--- config.mk ---
export PLATFORM = sky130hd
export DESIGN_NAME = mem_loader
export DESIGN_NICKNAME = d
export VERILOG_FILES = /design/src/rtl/mem_loader_pkg.sv /design/src/rtl/mem_loader_assembler.sv /design/src/rtl/mem_loader.sv
export SDC_FILE = /design/constraint.sdc
export NUM_CORES = 1
export LEC_CHECK = 0
export BUFFER_PORTS_ARGS = -buffer_cell sky130_fd_sc_hd__buf_4
export CORE_ASPECT_RATIO = 1.75
export CORE_UTILIZATION = 59
export DETAILED_ROUTE_END_ITERATION = 16
export GPL_TIMING_DRIVEN = 0
export HOLD_SLACK_MARGIN = 0.08
export PLACE_DENSITY = 0.83
export SYNTH_ARGS = -nofsm -noshare
export SYNTH_HDL_FRONTEND = slang
export SYNTH_SLANG_ARGS = --single-unit
--- constraint.sdc ---
create_clock -name clk -period 5.6 [get_ports clk]
set_clock_uncertainty 0.15 [all_clocks]
set_input_delay 0.28 -clock clk [delete_from_list [all_inputs] [get_ports clk]]
set_output_delay 0.28 -clock clk [all_outputs]
set_load 0.005 [all_outputs]
--- src/rtl/mem_loader_pkg.sv ---
// ============================================================================
// Module  : mem_loader_pkg
// Purpose : Shared types and constants for the UART memory loader.
// Revision: 1.0 - initial release
// ============================================================================
`default_nettype none

package mem_loader_pkg;

  // Loader frame states
  typedef enum logic [2:0] {
    ST_IDLE    = 3'd0,
    ST_HDR_IDX = 3'd1,
    ST_HDR_CNT = 3'd2,
    ST_DATA    = 3'd3,
    ST_CSUM    = 3'd4,
    ST_ACK     = 3'd5
  } state_e;

  // Frame sync byte and response codes
  localparam logic [7:0] c_SYNC = 8'hA5;
  localparam logic [7:0] c_ACK  = 8'h06;
  localparam logic [7:0] c_NAK  = 8'h15;

  // Header count byte to dword count: 0 encodes 256, result limited to depth
  function automatic logic [8:0] clamp_count(input logic [7:0] raw, input int depth);
    logic [8:0] full;
    full = (raw == 8'd0) ? 9'd256 : {1'b0, raw};
    if (full > 9'(depth)) full = 9'(depth);
    return full;
  endfunction

endpackage

`default_nettype wire

--- src/rtl/mem_loader_assembler.sv ---
// ============================================================================
// Module  : dword_assembler
// Purpose : Big-endian byte-to-doubleword shift register with byte counter.
//           word_o already includes the byte being presented, so the caller
//           can register the complete word on the same edge as the last byte.
// Revision: 1.0 - initial release
// ============================================================================
`default_nettype none

module dword_assembler #(
  parameter int N = 64
) (
  input  logic         clk,
  input  logic         reset,
  input  logic         clear_i,
  input  logic         valid_i,
  input  logic [7:0]   byte_i,
  output logic [N-1:0] word_o,
  output logic         complete_o
);

  localparam int BYTES = N / 8;
  localparam int BCW   = $clog2(BYTES);
  localparam logic [BCW-1:0] c_LAST = BCW'(BYTES - 1);

  // Only the first seven bytes need storage; the eighth is taken live.
  logic [N-9:0]   shift_q, shift_d;
  logic [BCW-1:0] bcnt_q, bcnt_d;

  // Next-state for the shift register and byte position
  always_comb begin
    shift_d = shift_q;
    bcnt_d  = bcnt_q;
    if (clear_i) begin
      shift_d = '0;
      bcnt_d  = '0;
    end else if (valid_i) begin
      shift_d = {shift_q[N-17:0], byte_i};
      bcnt_d  = (bcnt_q == c_LAST) ? '0 : bcnt_q + 1'b1;
    end
  end

  // State registers with synchronous active-low reset
  always_ff @(posedge clk) begin
    if (!reset) begin
      shift_q <= '0;
      bcnt_q  <= '0;
    end else begin
      shift_q <= shift_d;
      bcnt_q  <= bcnt_d;
    end
  end

  assign word_o     = {shift_q, byte_i};
  assign complete_o = valid_i && (bcnt_q == c_LAST);

endmodule

`default_nettype wire

--- src/rtl/mem_loader.sv ---
// ============================================================================
// Module  : mem_loader
// Purpose : UART frame loader writing big-endian doublewords into the unified
//           memory, with XOR checksum, ACK/NAK reply and idle timeout.
// Revision: 1.0 - initial release
// ============================================================================
`default_nettype none

module mem_loader
  import mem_loader_pkg::*;
#(
  parameter int N       = 64,
  parameter int L       = 128,
  parameter int TIMEOUT = 100000
) (
  input  logic         clk,
  input  logic         reset,
  input  logic         rx_valid,
  input  logic [7:0]   rx_byte,
  input  logic         tx_ready,
  output logic         tx_valid,
  output logic [7:0]   tx_byte,
  output logic [1:0]   memwrite,
  output logic [N-1:0] dataadr,
  output logic [N-1:0] writedata,
  output logic         busy,
  output logic         done,
  output logic         err
);

  localparam int AW   = $clog2(L);
  localparam int TW   = $clog2(TIMEOUT + 1);
  localparam int PADW = N - AW - 3;
  localparam logic [TW-1:0] c_TMO_LAST = TW'(TIMEOUT - 1);

  state_e         state_q, state_d;
  logic [AW-1:0]  idx_q, idx_d;
  logic [8:0]     cnt_q, cnt_d;
  logic [7:0]     csum_q, csum_d;
  logic [TW-1:0]  tmo_q, tmo_d;
  logic [1:0]     memwrite_q, memwrite_d;
  logic [N-1:0]   dataadr_q, dataadr_d;
  logic [N-1:0]   writedata_q, writedata_d;
  logic           tx_valid_q, tx_valid_d;
  logic [7:0]     tx_byte_q, tx_byte_d;
  logic           busy_q, busy_d;
  logic           done_q, done_d;
  logic           err_q, err_d;
  logic           good_q, good_d;

  logic           asm_clear;
  logic           asm_valid;
  logic [N-1:0]   asm_word;
  logic           asm_complete;
  logic           in_frame;

  dword_assembler #(
    .N (N)
  ) u_asm (
    .clk        (clk),
    .reset      (reset),
    .clear_i    (asm_clear),
    .valid_i    (asm_valid),
    .byte_i     (rx_byte),
    .word_o     (asm_word),
    .complete_o (asm_complete)
  );

  // The idle timer only runs while a frame is being received, not in ACK.
  assign in_frame = (state_q == ST_HDR_IDX) || (state_q == ST_HDR_CNT) ||
                    (state_q == ST_DATA)    || (state_q == ST_CSUM);

  // Frame FSM: next state, checksum, write strobe and reply handshake
  always_comb begin
    state_d     = state_q;
    idx_d       = idx_q;
    cnt_d       = cnt_q;
    csum_d      = csum_q;
    tmo_d       = '0;
    memwrite_d  = 2'b00;
    dataadr_d   = dataadr_q;
    writedata_d = writedata_q;
    tx_valid_d  = tx_valid_q;
    tx_byte_d   = tx_byte_q;
    busy_d      = busy_q;
    done_d      = 1'b0;
    err_d       = err_q;
    good_d      = good_q;
    asm_clear   = 1'b0;
    asm_valid   = 1'b0;

    if (in_frame) begin
      tmo_d = rx_valid ? '0 : tmo_q + 1'b1;
    end

    case (state_q)
      ST_IDLE: begin
        if (rx_valid && (rx_byte == c_SYNC)) begin
          state_d = ST_HDR_IDX;
          busy_d  = 1'b1;
          err_d   = 1'b0;
        end
      end
      ST_HDR_IDX: begin
        if (rx_valid) begin
          idx_d   = rx_byte[AW-1:0];
          csum_d  = rx_byte;
          state_d = ST_HDR_CNT;
        end
      end
      ST_HDR_CNT: begin
        if (rx_valid) begin
          cnt_d     = clamp_count(rx_byte, L);
          csum_d    = csum_q ^ rx_byte;
          asm_clear = 1'b1;
          state_d   = ST_DATA;
        end
      end
      ST_DATA: begin
        if (rx_valid) begin
          asm_valid = 1'b1;
          csum_d    = csum_q ^ rx_byte;
          if (asm_complete) begin
            memwrite_d  = 2'b11;
            dataadr_d   = {{PADW{1'b0}}, idx_q, 3'b000};
            writedata_d = asm_word;
            idx_d       = idx_q + 1'b1;
            cnt_d       = cnt_q - 1'b1;
            if (cnt_q == 9'd1) state_d = ST_CSUM;
          end
        end
      end
      ST_CSUM: begin
        if (rx_valid) begin
          good_d     = (csum_q == rx_byte);
          tx_byte_d  = (csum_q == rx_byte) ? c_ACK : c_NAK;
          tx_valid_d = 1'b1;
          if (csum_q != rx_byte) err_d = 1'b1;
          state_d    = ST_ACK;
        end
      end
      ST_ACK: begin
        if (tx_ready) begin
          tx_valid_d = 1'b0;
          busy_d     = 1'b0;
          done_d     = good_q;
          state_d    = ST_IDLE;
        end
      end
      default: state_d = ST_IDLE;
    endcase

    // Abort a stalled frame; writes already issued are left in memory.
    if (in_frame && !rx_valid && (tmo_q == c_TMO_LAST)) begin
      state_d = ST_IDLE;
      err_d   = 1'b1;
      busy_d  = 1'b0;
      tmo_d   = '0;
    end
  end

  // State and output registers with synchronous active-low reset
  always_ff @(posedge clk) begin
    if (!reset) begin
      state_q     <= ST_IDLE;
      idx_q       <= '0;
      cnt_q       <= '0;
      csum_q      <= '0;
      tmo_q       <= '0;
      memwrite_q  <= 2'b00;
      dataadr_q   <= '0;
      writedata_q <= '0;
      tx_valid_q  <= 1'b0;
      tx_byte_q   <= 8'h00;
      busy_q      <= 1'b0;
      done_q      <= 1'b0;
      err_q       <= 1'b0;
      good_q      <= 1'b0;
    end else begin
      state_q     <= state_d;
      idx_q       <= idx_d;
      cnt_q       <= cnt_d;
      csum_q      <= csum_d;
      tmo_q       <= tmo_d;
      memwrite_q  <= memwrite_d;
      dataadr_q   <= dataadr_d;
      writedata_q <= writedata_d;
      tx_valid_q  <= tx_valid_d;
      tx_byte_q   <= tx_byte_d;
      busy_q      <= busy_d;
      done_q      <= done_d;
      err_q       <= err_d;
      good_q      <= good_d;
    end
  end

  assign memwrite  = memwrite_q;
  assign dataadr   = dataadr_q;
  assign writedata = writedata_q;
  assign tx_valid  = tx_valid_q;
  assign tx_byte   = tx_byte_q;
  assign busy      = busy_q;
  assign done      = done_q;
  assign err       = err_q;

endmodule

`default_nettype wire

# After elaboration in Yosys (flattened, before gate mapping)
# Cells that the tools add are included.
dict set report totals {
  register_bits 189
  input_bits 12
  output_inout_bits 142
  elab_cells 116
}
dict set report op_classes {
  add_sub_neg 4
  magnitude_cmp 1
  eq_ne 23
  muxes 38
  bitwise 3
  reduce_logical 31
}
# operator count
set op_table {}
lappend op_table {{2-to-1 mux 9 bit} 5}
lappend op_table {{2-to-1 mux 3 bit} 9}
lappend op_table {{2-to-1 mux 7 bit} 3}
lappend op_table {{one-hot mux 3 bit (6 select lines)} 1}
lappend op_table {{one-hot mux 9 bit (2 select lines)} 1}
lappend op_table {{AND reduction 3 bit} 6}
lappend op_table {{adder 17 x 1 -> 17 bit (second input constant)} 1}
lappend op_table {{== test 17 bit (second input constant)} 1}
lappend op_table {{2-to-1 mux 8 bit} 2}
lappend op_table {{one-hot mux 8 bit (2 select lines)} 1}
lappend op_table {{!= test 2 bit (second input constant)} 7}
lappend op_table {{one-hot mux 7 bit (2 select lines)} 1}
lappend op_table {{AND reduction 4 bit} 3}
lappend op_table {{2-to-1 mux 1 bit} 10}
lappend op_table {{nonzero test 2 bit} 5}
lappend op_table {{== test 3 bit (second input constant)} 3}
lappend op_table {{== test 9 x 1 -> 1 bit (second input constant)} 1}
lappend op_table {{> comparator 9 x 8 -> 1 bit (second input constant)} 1}
lappend op_table {{subtractor 9 x 1 -> 9 bit (second input constant)} 1}
lappend op_table {{== test 8 bit} 1}
lappend op_table {{== test 8 bit (second input constant)} 1}
lappend op_table {{logical NOT 8 bit} 1}
lappend op_table {{!= test 8 bit} 1}
lappend op_table {{AND reduction 8 bit} 1}
lappend op_table {{other kinds (21)} 33}

# Depth between registers and ports, before layout
# Gate-level depths: netlist of run 1.
dict set report depth {
  depth_word 8
  mapped_depth 9
  ltp_nobuf 7
}

# By module
# Synthesis of run 1 repeated with hierarchy kept, for this count alone.
dict set report hier_totals {
  hier_cells 920
  area_unflattened_um2 7808.7
}
# module n_inst cells_each area_each_um2 seq_area_each_um2
set modules_own_cells {}
lappend modules_own_cells {mem_loader 1 715 5614.1 2462.4}
lappend modules_own_cells {dword_assembler 1 205 2194.6 1181.1}

# Least setup slack after synthesis of run 1
# OpenSTA, ideal clock, no wires.
dict set report synth_path {
  path_kind {flip-flop to flip-flop}
  startpoint {register u_asm.bcnt_q[0]}
  endpoint {register writedata_q[7] (netlist: writedata[7])}
  setup_ns 0.070
  arrival_ns 1.644
  required_ns 5.380
  slack_ns 3.735
  stages_incl_launch_ff 10
  path_buffers 2
  period_less_slack_ns 1.865
  cell_sequence {dfxtp_1 > ha_1 > ha_1 > nor2b_1 > or3_1 > buf_2 > nor2_8 > buf_6 > nand2_1 > a21oi_1}
}
dict set report synth_via {
  elab_chain_len 3
}
# element line_no
set synth_lines {}
lappend synth_lines {{start, declared} mem_loader_assembler.sv:28} ;# logic [BCW-1:0] bcnt_q, bcnt_d;
lappend synth_lines {{start signal, assigned} mem_loader_assembler.sv:50} ;# bcnt_q <= bcnt_d;
lappend synth_lines {{== test 3 bit} mem_loader_assembler.sv:55} ;# assign complete_o = valid_i && (bcnt_q == c_LAST);
lappend synth_lines {{logical AND 1 bit} mem_loader_assembler.sv:55}
lappend synth_lines {{AND reduction 3 bit (no source line)} --}
lappend synth_lines {{end signal, assigned} mem_loader.sv:187} ;# writedata_q <= writedata_d;
lappend synth_lines {{end, declared} mem_loader.sv:43} ;# logic [N-1:0] writedata_q, writedata_d;
# No other way between the ends.
# A chain may end at the register's enable or synchronous reset.

# Final worst setup path of run 1
dict set report layout_path {
  startpoint {input port rx_byte[3]}
  endpoint {register state_q[0]}
}
dict set report layout_via {
  elab_chain_len 4
}
# element line_no
set layout_lines {}
lappend layout_lines {{start, declared} mem_loader.sv:19} ;# input logic [7:0] rx_byte,
lappend layout_lines {{== test 8 bit} mem_loader.sv:98} ;# if (rx_valid && (rx_byte == c_SYNC)) begin
lappend layout_lines {{logical AND 1 bit} mem_loader.sv:98}
lappend layout_lines {{!= test 2 bit (no source line)} --}
lappend layout_lines {{AND reduction 8 bit (no source line)} --}
lappend layout_lines {{end signal, assigned} mem_loader.sv:180} ;# state_q <= state_d;
lappend layout_lines {{end, declared} mem_loader.sv:36} ;# state_e state_q, state_d;
# No other way between the ends.

==> metrics, run 1 <==
area overhead of the layout relative to synthesis=22.6%; Layout Utilization=around three quarters; max capacitance violation total=0; startpoint-to-endpoint class of the critical path=input port to register; final total negative setup slack=0 ps; Post-CTS Repair Setup Buffers=0; largest buffer count on any clock path=2; CP Max Fanout=7; Hold Vio Cnt, Final=0; post-synthesis instance total=985; Max IR drop VDD=approximately 0.23 mV; Crit path depth=7; syn_area_per_cell=between 7 and 8 µm²; die span in y=around 150 µm; library cell used as clock root buffer=clkbuf_16; global-route wire length before repair=roughly 30000 µm; number of rows created at floorplan=54; Die Span X=approximately 88 µm; Hold Path Class=input port to register; Setup-failing EPs final=0; Post-synth EDFFs=0; via count of the first global-routing pass=6536; total length of routed wires=between 15000 and 20000 µm; clock input transition at the sequential cells of the worst setup and hold paths=roughly 70 ps; number of buffers created by CTS=17; Achievable Freq=roughly 0.43 GHz; I/O pin count=154; cell with the most instances after synthesis=nand2_1; number of synthesized register bits=182; worst-margin pin slew=between 700 and 800 ps; critical path's top delay family=simple AND/OR/NAND/NOR gates; half-perimeter wire length after placement=13500 µm; top cell type's share of synthesized area=between 40% and 50%; Cell Pwr Density=between 200 and 300 mW/mm²; Warnings, synthesis=0; total gr overflow=0; overall die area=~0.014 mm²; CP Data Arrival Time=between 2000 and 3000 ps; filler cell count in the final layout=slightly above 1000; worst-case setup slack after placement=roughly 3400 ps; PostCTS Resize Cnt=0; global-route usage over all layers=28.0%; number of antenna diodes=0; source-to-sink clock delay at the later pin of the worst-skew pair=around 430 ps; share of synthesized area occupied by flip-flops and latches=a little under half; Core Area=approximately 0.013 mm²; clock tree from TritonCTS=built; Slew headroom=~50%; outcome=finished clean; count of buffering cells on the critical path with inverters included=2; commonest cells in the synthesized netlist=300 x nand2_1, 182 x dfxtp_1, 162 x a21oi_1; part of the cycle the worst path needs=roughly two fifths; weighted congestion at the end of routability-driven global placement=just over 1; DRC violations left=0; number of instances on the worst hold path=3; number of nets still failing antenna checks after routing=0; Net count, final=around 1200; Detailed Routing Iterations Pass 1=5; count of cells along the worst register-to-register path=4; leakage power total=about 3.8 nW; maximum number of pins on one net before global-route repair=19; Most used DFF post-synth=dfxtp_1; cell type contributing the most total cell area after synthesis=dfxtp_1; Crit-path slowest cell=or4_4; initial antenna violation count=0; dominant cells by area after synthesis=dfxtp_1 47%, nand2_1 15%, a21oi_1 11%, buf_4 6.2%, xor2_1 2.7%; total number of vias=6949; setup repair after global routing missed its margin=false; Distinct cells, synth=50; longest individual stage delay on the worst path=between 500 and 600 ps; series of cell instances along the critical path=dlygate4sd3_1, buf_2, or4_4, nor3_1, or3_1, nand4b_1, a21oi_1; min Tclk post-route=about 2300 ps; count of input and output buffers=88; kind of launch point of the worst setup path=input port; clock tree sinks=182; share of post-route cells with drive strength above 1=between 10% and 20%; Clock H-tree levels=4; hold-fix buffers at CTS=6; required arrival time at the worst endpoint=just under 6000 ps; hold_ws=about 150 ps; initial core utilization=61.1%; Initial DRC Count=380; average wire length per cell after detail routing=13.8 µm; total chip power=between 2 and 3 mW; fin. max-slew vios=0; Post-Synthesis Cell Area=0.00771 mm²; Crit. End Element=register; Via density=roughly 5.2; worst setup margin=between 3000 and 4000 ps; share of async-settable or async-resettable flops after synthesis=0%
-- worst reg2reg max path: stages (launching register included) --
cell and delay, ps:
dfxtp_1 370, nor4_1 680, a41oi_1 370, o41ai_1 460, a21oi_1 110
-- worst paths after layout --
kind	start	endpoint	slack, ps
worst max-delay path	rx_byte[3]	state_q[0]	3280
worst min-delay path	rx_byte[7]	writedata[7]	150
worst max register to register	cnt_q[4]	state_q[1]	3320
worst min register to register	tmo_q[0]	tmo_q[0]	300
-- routing by layer --
metal  routed length, µm  part of all wire (%)  track usage, %
met3                 759                   4.1            5.83
met5                   0                     0               0
met4                 989                   5.4            17.1
met2               10100                    55            50.7
met1                6610                    36            28.1
-- where the power goes --
group | internal, mW | switching (mW) | leakage [nW]
sequential | 1.29 | 0.000631 | 1.47
clock | 0.615 | 0.553 | 0.285
combinational | 0.0430 | 0.0559 | 2.03
-- cells by family (layout without fill, tap and decap cells) --
logic type | Yosys count | after routing | share of synthesized area [%]
simple gates | 425 | 425 | 23.8
other cells | 1 | 61 | 0.0486
flops | 182 | 182 | 47.2
compound gates | 209 | 209 | 14.2
fa+ha+maj | 6 | 6 | 0.973
buf+inv | 133 | 259 | 10.4
xor+xnor | 29 | 29 | 3.29
-- layout make-up --
class	instances	area [µm²]	share of cell area, %
Buffer	124	772	8.16
Clock buffer	19	453	4.79
Clock inverter	13	133	1.40
Inverter	9	33.8	0.357
Multi-Input combinational cell	730	3490	36.9
Sequential cell	182	3640	38.5
Tap cell	168	210	2.22
Timing Repair Buffer	94	721	7.62
-- stage by stage --
step / std cells / area [µm²]
2_1_floorplan: 1045 / 7940
3_3_place_gp: 1301 / 8810
3_5_place_dp: 1301 / 8810
4_1_cts: 1339 / 9460
5_1_grt: 1339 / 9460
6_report: 1339 / 9460
-- registers in the layout (all words and copies together) (netlist names), 7 cells and up --
| register | cells |
|---|---|
| writedata | 64 |
| u_asm.shift_q | 56 |
| tmo_q | 17 |
| cnt_q | 9 |
| csum_q | 8 |
| dataadr | 7 |
| idx_q | 7 |
-- cells in the final DEF (no fill, tap or decap), types with 3 or more instances in the layout --
| master | count |
|---|---|
| a21oi_1 | 162 |
| a31oi_1 | 3 |
| dlygate4sd3_1 | 6 |
| and2_1 | 10 |
| xor2_1 | 24 |
| ha_1 | 6 |
| buf_4 | 152 |
| dfxtp_1 | 182 |
| clkbuf_1 | 41 |
| nand2_1 | 300 |
| clkinv_4 | 3 |
| conb_1 | 61 |
| and3_1 | 9 |
| nand3_1 | 16 |
| buf_6 | 7 |
| o21a_1 | 3 |
| nor2b_1 | 4 |
| nor3_1 | 7 |
| inv_1 | 8 |
| nor2_1 | 44 |
| inv_6 | 5 |
| nand4_1 | 3 |
| buf_2 | 11 |
| clkbuf_16 | 17 |
| xnor2_1 | 5 |
| o21ai_0 | 26 |
| nor4_1 | 4 |
| nand2b_1 | 3 |
| o31ai_1 | 4 |
| or3_1 | 7 |
Power figures use the tool's default switching activity.
==> run 2, diff against run 1 <==
ABC_AREA = 1   (was not set)
CORE_UTILIZATION = 55   (was 59)
PLACE_DENSITY = 0.77   (was 0.83)
clock period = 2.2 ns   (was 5.6 ns; I/O delays follow)
==> run 2 against run 1 <==
  * Utilization shrank 6.2 points
  * Setup slack lost 3100 ps
  * Total power grew to 3.2 times the previous value
  * Worst hold slack gained 140 ps
  * Clock power grew 140%
  * Largest power group unchanged
==> metrics, run 2 <==
outcome=finished clean; initial antenna violation count=0 (unchanged); Most used DFF post-synth=dfxtp_1; share of post-route cells with drive strength above 1=21.5% (+3.8 points); Net count, final=1247 (+6.0%); post-synthesis instance total=1050 (+6.6%); Setup-failing EPs final=0 (unchanged); number of rows created at floorplan=58 (+7.4%); Warnings, synthesis=0 (unchanged); half-perimeter wire length after placement=15000 µm (+10%); relative contribution of the clock network to total power=34.3% (-11 points); Initial DRC Count=318 (-16%); Post-Synthesis Cell Area=0.00810 mm² (+4.9%); most used cells in the layout excluding fill and tap cells=182 x dfxtp_1, 159 x nand2_1, 155 x buf_4; DRC violations left=0 (unchanged); Hold Path Class=register to register; filler cell count in the final layout=1248 (+21%); Post-synth EDFFs=0 (unchanged); switch share=31.8% (+8.0 points); total length of routed wires=19900 µm (+8.0%); kind of launch point of the worst setup path=register; Clock H-tree levels=4 (unchanged); count of input and output buffers=89 (+1.1%); Crit-path slowest cell=dfxtp_1; internal power component=5.59 mW (+190%); critical path's top delay family=compound AO/OA/AOI/OAI gates; net switching power=2.61 mW (+330%); min Tclk post-route=around 2000 ps; total number of vias=7173 (+3.2%); source-to-sink clock delay at the later pin of the worst-skew pair=430 ps (about the same); top cell type's share of synthesized area=45.0% (-2.2 points); initial core utilization=56.3% (-4.7 points); Achievable Freq=between 0.4 and 0.5 GHz; placement-stage cell area=0.00921 mm² (+4.6%); leakage power total=4.55 nW (+20%); final total negative setup slack=0 ps (unchanged); number of buffers created by CTS=17 (unchanged); number of nets still failing antenna checks after routing=0 (unchanged); clock tree sinks=182 (unchanged); CP Data Arrival Time=2170 ps (-350 ps); Crit. End Element=register; global-route usage over all layers=27.4% (-0.59 points); Distinct cells, synth=40 (-20%); worst-margin pin slew=733 ps (-6.86 ps); Detailed Routing Iterations Pass 1=5 (unchanged); I/O pin count=154 (unchanged); clock input transition at the sequential cells of the worst setup and hold paths=70 ps (about the same); max capacitance violation total=0 (unchanged); dominant cells by area after synthesis=dfxtp_1 45%, nand2_1 7.4%, a21oi_1 6.7%, inv_1 6.3%, buf_4 6.1%; Cell Pwr Density=831 mW/mm² (+210%); part of the cycle the worst path needs=between 90 and 100%; Die Span X=93.7 µm (+6.0%); overall die area=0.0152 mm² (+12%); Hold Vio Cnt, Final=0 (unchanged); setup repair after global routing missed its margin=false; commonest cells in the synthesized netlist=182 x dfxtp_1, 159 x nand2_1, 136 x inv_1; Max IR drop VDD=0.574 mV (+150%); weighted congestion at the end of routability-driven global placement=0.891 (-12%); register share of total power=44.3% (-6.2 points); maximum number of pins on one net before global-route repair=17 (-2); total gr overflow=0 (unchanged); global-route wire length before repair=32300 µm (+8.4%); library cell used as clock root buffer=clkbuf_16; logic gate share of total power=21.4% (+18 points); Post-CTS Repair Setup Buffers=0 (unchanged); area overhead of the layout relative to synthesis=21.9%; Via density=5.05 (-2.7%); Core Area=0.0144 mm² (+14%); average wire length per cell after detail routing=14.0 µm (+1.8%); die span in y=162 µm (+6.0%); share of synthesized area occupied by flip-flops and latches=45.0% (-2.2 points); number of antenna diodes=0 (unchanged); series of cell instances along the critical path=ha_1, ha_1, inv_1, o21ai_1, nand3_4, inv_2, o211ai_1, nand2_1, a21oi_1; count of buffering cells on the critical path with inverters included=2 (unchanged); largest buffer count on any clock path=2 (unchanged); Slew headroom=51.1% (+0.91 points); cell with the most instances after synthesis=dfxtp_1; via count of the first global-routing pass=6964 (+6.5%); clock tree from TritonCTS=built; startpoint-to-endpoint class of the critical path=register to register; longest individual stage delay on the worst path=370 ps (-190 ps); summed area of non-filler cells in the final layout=0.00987 mm² (+4.4%); number of flip-flops in the largest register=64 (unchanged); share of async-settable or async-resettable flops after synthesis=0% (unchanged); cell type contributing the most total cell area after synthesis=dfxtp_1; syn_area_per_cell=7.71 µm² (-1.5%); CP Max Fanout=10 (+3); fin. max-slew vios=0 (unchanged); required arrival time at the worst endpoint=2350 ps (-3460 ps); most common library cell in the layout ignoring fill and taps=dfxtp_1; number of synthesized register bits=182 (unchanged); cell repeated most along the worst path=ha_1
run 2: stage by stage:
step / hold slack (ps) / util, % / worst slack (ps) / cells / power, mW
floorplan: 98.4 / - / 548 / 1110 / 4.98
global route: 331 / 68.7 / 31.2 / 1421 / 8.62
CTS: 298 / 68.6 / 198 / 1421 / 8.20
finish: 294 / 68.7 / 180 / 1421 / 8.20
global placement: 236 / 64.1 / 253 / 1379 / 5.37
detailed placement: 232 / 64.1 / 224 / 1379 / 5.40
run 2: cell families after synthesis:
logic type / after synthesis / share of synthesized area [%]
AO/OA/AOI/OAI: 256 / 18.2
XOR/XNOR: 17 / 1.84
adder cells (fa/ha/maj): 6 / 0.927
buffers and inverters: 258 / 15.9
flip-flops: 182 / 45.0
other: 1 / 0.0463
AND/OR/NAND/NOR: 330 / 18.2
run 2: area by class of cell:
cell class | count | area (µm²) | share of cell area [%]
Sequential cell | 182 | 3640 | 36.9
Multi-Input combinational cell | 670 | 3400 | 34.5
Timing Repair Buffer | 100 | 778 | 7.89
Buffer | 116 | 748 | 7.58
Inverter | 142 | 536 | 5.43
Clock buffer | 18 | 439 | 4.45
Tap cell | 180 | 225 | 2.28
Clock inverter | 13 | 97.6 | 0.989
run 2: repair_timing:
item                                    4_1_cts  5_1_grt
hold buffers                                 11        0
endpoints found under the setup margin        0        1
hold endpoints to repair                     32        0
gates resized for setup                       0        1
run 2: power by group through the flow:
stage	registers, mW	logic (mW)	clock network, mW
4_1_cts	3.63	1.73	2.84
6_report	3.63	1.75	2.82
2_1_floorplan	3.66	1.32	0
3_3_place_gp	3.69	1.67	0
5_1_grt	3.65	1.97	3.00
3_5_place_dp	3.70	1.70	0
run 2: path summary, 6_finish.rpt:
check                   from  endpoint  slack [ps]  cells after the start
max          u_asm.bcnt_q[0]  cnt_q[7]         180                      9
min                 tmo_q[0]  tmo_q[0]         290                      1
max reg2reg  u_asm.bcnt_q[0]  cnt_q[7]         180                      9
min reg2reg         tmo_q[0]  tmo_q[0]         290                      1
run 2: metal layers:
metal,share of wire (%),up-vias,GRT usage [%]
met5,0,-,0
met4,5.5,0,18.0
met3,5.5,77,4.86
met2,53,258,51.2
met1,36,3222,26.8
li1,-,3616,-
==> run 3, diff against run 2 <==
ABC_AREA = 0   (was 1)
PLACE_DENSITY = 0.78   (was 0.77)
==> run 3 against run 2 <==
  * Flip-flop and latch count unchanged
  * Global-route usage decreased by 1.8 points
  * Die area shrank 4.6%
  * Critical path depth unchanged
  * Clock power grew 7.4%
  * Final area decreased by 3.3%
  * First-iteration DRC count increased by 5.7%
  * Via count decreased by 3.0%
  * Non-clock buffer count is 6 higher
  * Cell count shrank 5.0%
  * Setup slack worse by 100 ps
  * Critical endpoint is now writedata[26]
==> metrics, run 3 (synthesis gave the netlist of run 1 again) <==
most used cells in the layout excluding fill and tap cells=299 x nand2_1, 181 x dfxtp_1, 162 x a21oi_1; clock tree sinks=182 (unchanged); area overhead of the layout relative to synthesis=23.7%; Crit. End Element=register; leakage power total=3.84 nW (-16%); cell repeated most along the worst path=buf_6; share of post-route cells with drive strength above 1=18.4% (-3.1 points); clock input transition at the sequential cells of the worst setup and hold paths=70 ps (about the same); maximum number of pins on one net before global-route repair=19 (+2); source-to-sink clock delay at the later pin of the worst-skew pair=430 ps (about the same); Clock H-tree levels=4 (unchanged); die span in y=159 µm (-2.4%); Via density=5.15 (+2.1%); count of input and output buffers=88 (-1.1%); Slew headroom=54.8% (+3.7 points); final total negative setup slack=0 ps (unchanged); Hold Vio Cnt, Final=0 (unchanged); startpoint-to-endpoint class of the critical path=register to register; library cell used as clock root buffer=clkbuf_16; Achievable Freq=0.471 GHz (-4.8%); Detailed Routing Iterations Pass 1=5 (unchanged); total number of vias=6956 (-3.0%); worst setup margin=77.8 ps (-102 ps); total chip power=6.58 mW (-20%); DRC violations left=0 (unchanged); number of rows created at floorplan=56 (-3.4%); most common library cell in the layout ignoring fill and taps=nand2_1; total length of routed met2 wires=10000 µm (-5.6%); number of placed instances with taps included=1307 (-5.2%); series of cell instances along the critical path=ha_2, ha_4, nor2b_1, or3_1, buf_6, nor2_4, buf_6, nand2_1, a21oi_1; max capacitance violation total=0 (unchanged); worst-case setup slack after placement=6.55 ps (-218 ps); Net count, final=1181 (-5.3%); largest buffer count on any clock path=2 (unchanged); required arrival time at the worst endpoint=2420 ps (+70 ps); Post-CTS Repair Setup Buffers=0 (unchanged); highest routed layer=met4; kind of launch point of the worst setup path=register; min Tclk post-route=2120 ps (+102 ps); weighted congestion at the end of routability-driven global placement=0.966 (+8.5%); routed metal-1 wirelength=6950 µm (-2.4%); average wire length per cell after detail routing=13.6 µm (-3.0%); fin. max-slew vios=0 (unchanged); longest individual stage delay on the worst path=350 ps (-20 ps); Die Span X=91.5 µm (-2.3%); total length of routed wires=18400 µm (-7.9%); via count of the first global-routing pass=6266 (-10%); Core Area=0.0135 mm² (-5.9%); CP Data Arrival Time=2340 ps (+170 ps); Cell Count, Final, Fillers Out=1350 (-5.0%); wire length on met3=783 µm (-28%); CP Max Fanout=10 (unchanged); outcome=finished clean; Hold Path Class=input port to register; number of nets still failing antenna checks after routing=0 (unchanged); number of buffers created by CTS=17 (unchanged); I/O pin count=154 (unchanged); Cell Pwr Density=690 mW/mm² (-17%); initial antenna violation count=0 (unchanged); part of the cycle the worst path needs=96.5% (+4.7 points); number of flip-flops in the largest register=64 (unchanged); overall die area=0.0145 mm² (-4.6%); Setup-failing EPs final=0 (unchanged); worst-margin pin slew=673 ps (-60.0 ps); Initial DRC Count=336 (+5.7%); number of antenna diodes=0 (unchanged); total gr overflow=0 (unchanged); global-route usage over all layers=25.6% (-1.8 points); global-route wire length before repair=29500 µm (-8.4%); initial core utilization=57.0% (+0.70 points); Max IR drop VDD=0.587 mV (+2.4%); Crit-path slowest cell=dfxtp_1; clock tree from TritonCTS=built; half-perimeter wire length after placement=13200 µm (-12%)
==> run 3: cell count changes in the layout (fill, tap and decap cells not counted), sizes merged, moves of 18 or more <==
cell,previous run,this run
a21oi,110,162
clkbuf,40,58
inv,148,18
nand2,164,300
nand3,77,16
nor2,69,46
o21ai,122,28
==> run 3: metal layers <==
metal,vias to the layer above,track usage (%)
met1,3203,27.3
met5,-,0
met4,0,12.0
met3,52,4.11
met2,212,48.5
li1,3489,-
==> run 3: timing repair <==
item	in CTS	in global routing
pin swaps	1	2
hold buffers	9	0
gates resized for setup	2	10
endpoints found under the hold margin	37	0
gates cloned	0	2
endpoints found under the setup margin	1	80
==> run 3: per-stage QoR <==
stage                     util [%]  cell area, µm²  hold slack, ps
after floorplan                  -            7940            96.0
after global placement        65.2            8820             271
after detailed placement      65.2            8820             285
after CTS                     70.2            9500             101
after global routing          70.6            9550             181
final                         70.6            9550             108
==> run 3: final timing paths <==
| path | slack [ps] | cells past startpoint | end | start |
|---|---|---|---|---|
| setup / recovery | 80 | 9 | writedata[26] | u_asm.bcnt_q[1] |
| hold / removal | 110 | 5 | err | rx_valid |
| setup reg to reg | 80 | 9 | writedata[26] | u_asm.bcnt_q[1] |
| hold reg to reg | 300 | 1 | tmo_q[0] | tmo_q[0] |
==> run 3: final cells by class <==
| cell class | instances | area, µm² |
|---|---|---|
| inverter | 9 | 33.8 |
| clock buffer | 17 | 425 |
| buffer | 124 | 781 |
| sequential | 182 | 3640 |
| timing repair buffer | 98 | 756 |
| fill | 1179 | 3980 |
| multi-input combinational | 731 | 3530 |
| clock inverter | 15 | 160 |
| tap | 174 | 218 |
==> run 3: critical path: cells and delay by family (launching register included) <==
kind / cells / cell delay, ps
fa+ha+maj: 2 / 350
simple gates: 4 / 720
flops: 1 / 350
compound gates: 1 / 120
buf+inv: 2 / 360
==> run 3: power breakdown <==
group | leakage (nW) | switching (mW) | internal, mW | total, mW
Sequential | 1.47 | 0.00153 | 3.29 | 3.30
Clock | 0.285 | 1.42 | 1.61 | 3.03
Combinational | 2.09 | 0.142 | 0.113 | 0.255
Total | 3.84 | 1.57 | 5.02 | 6.58
